[src/rtl/div_pkg.sv]
// Shared definitions for the programmable clock divider: FSM encoding,
// minimum legal ratio and default ratio width.
package div_pkg;

  localparam int W_DEF   = 8;
  localparam int DIV_MIN = 2;

  typedef enum logic [1:0] {
    ST_OFF  = 2'd0,
    ST_RUN  = 2'd1,
    ST_PEND = 2'd2
  } state_t;

endpackage

[src/rtl/div_core.sv]
// Period counter and registered clk_out/tick decode. The outputs are decoded
// from next-cycle count and ratio so they line up with the registered count.
module div_core
  import div_pkg::*;
#(
  parameter int W = W_DEF
) (
  input  logic         clk_i,
  input  logic         rst_i,
  input  logic         act_i,
  input  logic         run_i,
  input  logic [W-1:0] div_now_i,
  input  logic [W-1:0] div_nxt_i,
  output logic         wrap_o,
  output logic         clk_out_o,
  output logic         tick_o
);

  logic [W-1:0] cnt_q;
  logic [W-1:0] cnt_d;
  logic         clk_out_q;
  logic         tick_q;

  // High phase length ceil(n/2) computed without widening past W bits.
  function automatic logic [W-1:0] half_up(input logic [W-1:0] n);
    return (n >> 1) + {{(W-1){1'b0}}, n[0]};
  endfunction

  assign wrap_o = (cnt_q == (div_now_i - W'(1)));

  always_comb begin
    cnt_d = '0;
    if (run_i && act_i && !wrap_o) begin
      cnt_d = cnt_q + W'(1);
    end
  end

  always_ff @(posedge clk_i) begin
    if (rst_i) begin
      cnt_q     <= '0;
      clk_out_q <= 1'b0;
      tick_q    <= 1'b0;
    end else begin
      cnt_q     <= cnt_d;
      clk_out_q <= run_i && (cnt_d < half_up(div_nxt_i));
      tick_q    <= run_i && (cnt_d == (div_nxt_i - W'(1)));
    end
  end

  assign clk_out_o = clk_out_q;
  assign tick_o    = tick_q;

endmodule

[src/rtl/div_sched.sv]
// Divider scheduler: run/stop FSM and ratio handshake. New ratios and stops
// only take effect at a period boundary so clk_out never produces a runt.
module div_sched
  import div_pkg::*;
#(
  parameter int W       = W_DEF,
  parameter int DIV_RST = 3
) (
  input  logic         clk,
  input  logic         rst,
  input  logic         en,
  input  logic         cfg_valid,
  input  logic [W-1:0] cfg_div,
  output logic         cfg_ready,
  output logic         cfg_err,
  output logic [W-1:0] cur_div,
  output logic         clk_out,
  output logic         tick
);

  if (DIV_RST < DIV_MIN) begin : g_bad_div_rst
    $error("div_sched: DIV_RST must be at least %0d", DIV_MIN);
  end

  state_t       state_q, state_d;
  logic [W-1:0] cur_div_q, cur_div_d;
  logic [W-1:0] pend_q, pend_d;
  logic         err_q, err_d;
  logic         wrap;
  logic         xfer;
  logic         bad;

  assign cfg_ready = (state_q != ST_PEND);
  assign xfer      = cfg_valid && cfg_ready;
  assign bad       = (cfg_div < W'(DIV_MIN));

  always_comb begin
    state_d   = state_q;
    cur_div_d = cur_div_q;
    pend_d    = pend_q;
    err_d     = xfer && bad;
    case (state_q)
      ST_OFF: begin
        if (xfer && !bad) cur_div_d = cfg_div;
        if (en) state_d = ST_RUN;
      end
      ST_RUN: begin
        if (xfer && !bad) begin
          pend_d  = cfg_div;
          state_d = ST_PEND;
        end
        // A stop wins at the boundary; an accepted ratio is applied rather than lost.
        if (wrap && !en) begin
          state_d = ST_OFF;
          if (xfer && !bad) cur_div_d = cfg_div;
        end
      end
      ST_PEND: begin
        if (wrap) begin
          cur_div_d = pend_q;
          state_d   = en ? ST_RUN : ST_OFF;
        end
      end
      default: state_d = ST_OFF;
    endcase
  end

  always_ff @(posedge clk) begin
    if (rst) begin
      state_q   <= ST_OFF;
      cur_div_q <= W'(DIV_RST);
      err_q     <= 1'b0;
    end else begin
      state_q   <= state_d;
      cur_div_q <= cur_div_d;
      err_q     <= err_d;
    end
    pend_q <= pend_d;
  end

  div_core #(.W(W)) u_core (
    .clk_i     (clk),
    .rst_i     (rst),
    .act_i     (state_q != ST_OFF),
    .run_i     (state_d != ST_OFF),
    .div_now_i (cur_div_q),
    .div_nxt_i (cur_div_d),
    .wrap_o    (wrap),
    .clk_out_o (clk_out),
    .tick_o    (tick)
  );

  assign cur_div = cur_div_q;
  assign cfg_err = err_q;

endmodule

[config.mk]
export PLATFORM = sky130hd
export DESIGN_NAME = div_sched
export DESIGN_NICKNAME = d
export VERILOG_FILES = /design/src/rtl/div_pkg.sv /design/src/rtl/div_core.sv /design/src/rtl/div_sched.sv
export SDC_FILE = /design/constraint.sdc
export NUM_CORES = 1
export LEC_CHECK = 0
export BUFFER_PORTS_ARGS = -buffer_cell sky130_fd_sc_hd__buf_2
export CORE_MARGIN = 10
export CORE_UTILIZATION = 26
export CTS_BUF_LIST = sky130_fd_sc_hd__clkbuf_4 sky130_fd_sc_hd__clkbuf_8
export CTS_CLUSTER_SIZE = 28
export DETAILED_ROUTE_END_ITERATION = 16
export GPL_TIMING_DRIVEN = 1
export SLEW_MARGIN = 0
export SYNTH_ARGS = -nofsm -noshare
export SYNTH_HDL_FRONTEND = slang
export SYNTH_SLANG_ARGS = --single-unit
[constraint.sdc]
create_clock -name clk -period 4.5 [get_ports clk]
set_input_delay 0.45 -clock clk [delete_from_list [all_inputs] [get_ports clk]]
set_output_delay 0.45 -clock clk [all_outputs]
set_load 0.03 [all_outputs]
==> results.sh <==
export IMPL_gp_congestion=0.897
export IMPL_p_sw_share_pct=37.9
export IMPL_diodes=0
export IMPL_critPathKind="register to register"
export IMPL_p_clk_share_pct=26.8
export IMPL_grt_usage_pct=9.63
export IMPL_h_tree_depth=2
export IMPL_powerDensity_nw_per_um2=335
export IMPL_crit_required_ns=4.73
export IMPL_p_int_uw=565
export IMPL_finalCritPeriodShare_pct=95.4
export IMPL_synthArstFlopShare_pct=0
export IMPL_synth_nets=292
export IMPL_critPathArrivalTime_ns=4.52
export IMPL_p_comb_share_pct=39.4
export IMPL_antenna_found_initial=0
export IMPL_synth_area_um2=2350
export IMPL_switchingPower_uw=345
export IMPL_fmax_ghz=0.233
export IMPL_drt_initial_drc_count=203
export IMPL_drt_wl_total_mm=6.52
export IMPL_max_slew_margin_rel_pct=27.7
export IMPL_vias=2176
export IMPL_die_h_um=115
export IMPL_cts_tree="done"
export IMPL_initial_core_util_pct=26.9
export IMPL_grt_pass1_vias=2048
export IMPL_pwr_share_seq_pct=33.8
export IMPL_cts_root_buf="clkbuf_8"
export IMPL_ys_types=79
export IMPL_die_area_um2=13300
export IMPL_syn_to_final_growth_pct=15.4
export IMPL_synth_avg_cell_area_um2=8.78
export IMPL_final_common_cell="nor2_1"
export IMPL_cts_buffers=5
export IMPL_ys_ff_latch=29
export IMPL_final_cells=405
export IMPL_setup_tns_ns=0
export IMPL_hold_violations=0
export IMPL_wl_met2_mm=3.11
export IMPL_p_leak_uw=0.00108
export IMPL_grt_max_degree=21
export IMPL_grt_pass1_wl_mm=10.4
export IMPL_ctsHoldBuffers=0
export IMPL_tightestPinTransition_ns=1.08
export IMPL_clock_sinks=29
export IMPL_crit_path_end_kind="register"
export IMPL_io_buffers=23
export IMPL_gr_total_overflow=0
export IMPL_cp_start_kind="register"
export IMPL_insertion_delay_ns=0.28
export IMPL_viasPerCell=5.37
export IMPL_fin_crit_ns=4.29
export IMPL_dpl_cell_area_um2=2610
export IMPL_drive_above_1_share_pct=23.2
export IMPL_outcome="completed"
export IMPL_ios=24
export IMPL_setup_violations=0
export IMPL_ys_seq_area_share_pct=28.1
export IMPL_num_nets_final=320
export IMPL_ir_drop_uv=159
export IMPL_clock_path_buffers=2
export IMPL_placedCellCount=397
export IMPL_routed_top_layer="met4"
export IMPL_die_x_um=115
export IMPL_max_cap_violations=0
export IMPL_post_route_drc_count=0
export IMPL_synthCells=268
export IMPL_p_total_uw=910
export IMPL_routedWlPerCell_um=16.1
export IMPL_final_cell_mix="nor2_1 (27), buf_2 (23), dfxtp_1 (21)"
export IMPL_synth_warnings=0
export IMPL_wl_met1_mm=2.92
export IMPL_cp_max_fo=12
export IMPL_synth_flop_cell="dfxtp_1"
export IMPL_ant_nets=0
export IMPL_clk_pin_slew_ns=0.07
export IMPL_wl_met3_um=407
export IMPL_coreArea_um2=8760
export IMPL_slew_violations=0
export IMPL_final_area_um2=2720
export IMPL_floorplan_rows=34
export IMPL_hold_path_class="primary input to register"
export IMPL_finalClockSkew_ns=0.0101
export IMPL_hpwl_mm=5.15
export IMPL_synth_enable_flop_cells=8
export IMPL_detail_route_first_pass_iterations=4
[cell families (layout without fill, tap and decap cells)]
group	after synthesis	count (layout)	synth area share [%]
AO/OA/AOI/OAI	66	66	24.5
XOR/XNOR	24	24	8.93
adder cells (fa/ha/maj)	12	12	6.38
flip-flops	29	29	28.1
multiplexers	3	3	1.33
AND/OR/NAND/NOR	105	105	25.0
buffers and inverters	29	58	5.74
[metrics by stage]
stage / worst slack [ns] / hold slack (ns) / util (%)
2_1_floorplan: 0.240 / 0.523 / -
3_3_place_gp: 0.325 / 0.611 / 29.8
3_5_place_dp: 0.241 / 0.618 / 29.8
4_1_cts: 0.212 / 0.378 / 31.0
5_1_grt: -0.0125 / 0.385 / 31.0
6_report: 0.206 / 0.383 / 31.0
[registers in the layout, indices dropped and copies added, names as in the netlist]
register / count
cur_div: 8
pend_q: 8
u_core.cnt_q: 8
state_q: 2
cfg_err: 1
u_core.clk_out_o: 1
u_core.tick_o: 1
[synthesized netlist by cell type, types with 3 or more instances]
| cell | n | area share, % |
|---|---|---|
| clkbuf_1 | 6 | 0.96 |
| ha_1 | 12 | 6.4 |
| nand2_1 | 10 | 1.6 |
| nand3_1 | 14 | 3.0 |
| a21oi_1 | 10 | 2.1 |
| xor2_1 | 10 | 3.7 |
| a32oi_1 | 4 | 1.5 |
| nor2b_1 | 3 | 0.80 |
| o21ai_0 | 7 | 1.5 |
| a221oi_1 | 3 | 1.1 |
| a21o_1 | 5 | 1.6 |
| buf_2 | 4 | 0.85 |
| dfxtp_1 | 21 | 18 |
| edfxtp_1 | 8 | 10 |
| nor2_1 | 27 | 4.3 |
| and3_1 | 8 | 2.1 |
| nor3_1 | 14 | 3.0 |
| xnor2_1 | 14 | 5.2 |
| inv_1 | 12 | 1.9 |
[worst paths after layout]
kind,endpoint,cells after the start,slack [ns],from
hold / removal,pend_q[7],1,0.38,cfg_div[7]
hold reg to reg,u_core.cnt_q[0],1,0.65,u_core.cnt_q[0]
setup / recovery,u_core.clk_out_o,19,0.21,cur_div[0]
setup reg to reg,u_core.clk_out_o,19,0.21,cur_div[0]
[metal layers]
metal	up-vias	GRT usage, %
met2	57	15.8
met4	0	3.22
li1	1053	-
met5	-	0
met1	1060	12.3
met3	6	1.93
[what timing repair did]
item	in CTS	in global routing
setup buffers	0	0
gates resized for setup	0	1
endpoints found under the setup margin	0	1
[power by group through the flow]
stage	Sequential (uW)	Combinational (uW)	Clock [uW]
global placement	313	354	0
finish	308	359	244
detailed placement	314	355	0
CTS	308	357	252
global route	311	395	261
floorplan	324	258	0
[cell type report]
type / count / area (um2)
clock buffer: 7 / 96.3
timing repair buffer: 34 / 198
sequential: 29 / 661
inverter: 16 / 62.6
tap: 108 / 135
fill: 939 / 6050
multi-input combinational: 210 / 1560
clock inverter: 1 / 5.00
[critical path, cell delays in order, from the launching register on]
cell	delay (ns)
dfxtp_1	0.44
inv_1	0.12
ha_1	0.28
xnor2_1	0.15
a21oi_1	0.16
o21ai_1	0.08
a211o_2	0.43
nor3_4	0.48
a21oi_2	0.14
a221oi_4	0.31
inv_4	0.08
ha_1	0.22
ha_1	0.28
inv_1	0.04
ha_1	0.26
a21o_1	0.15
a21o_1	0.16
a21o_1	0.17
a21oi_1	0.13
o21a_1	0.13
Note: power is estimated with default switching activity, not from simulation.
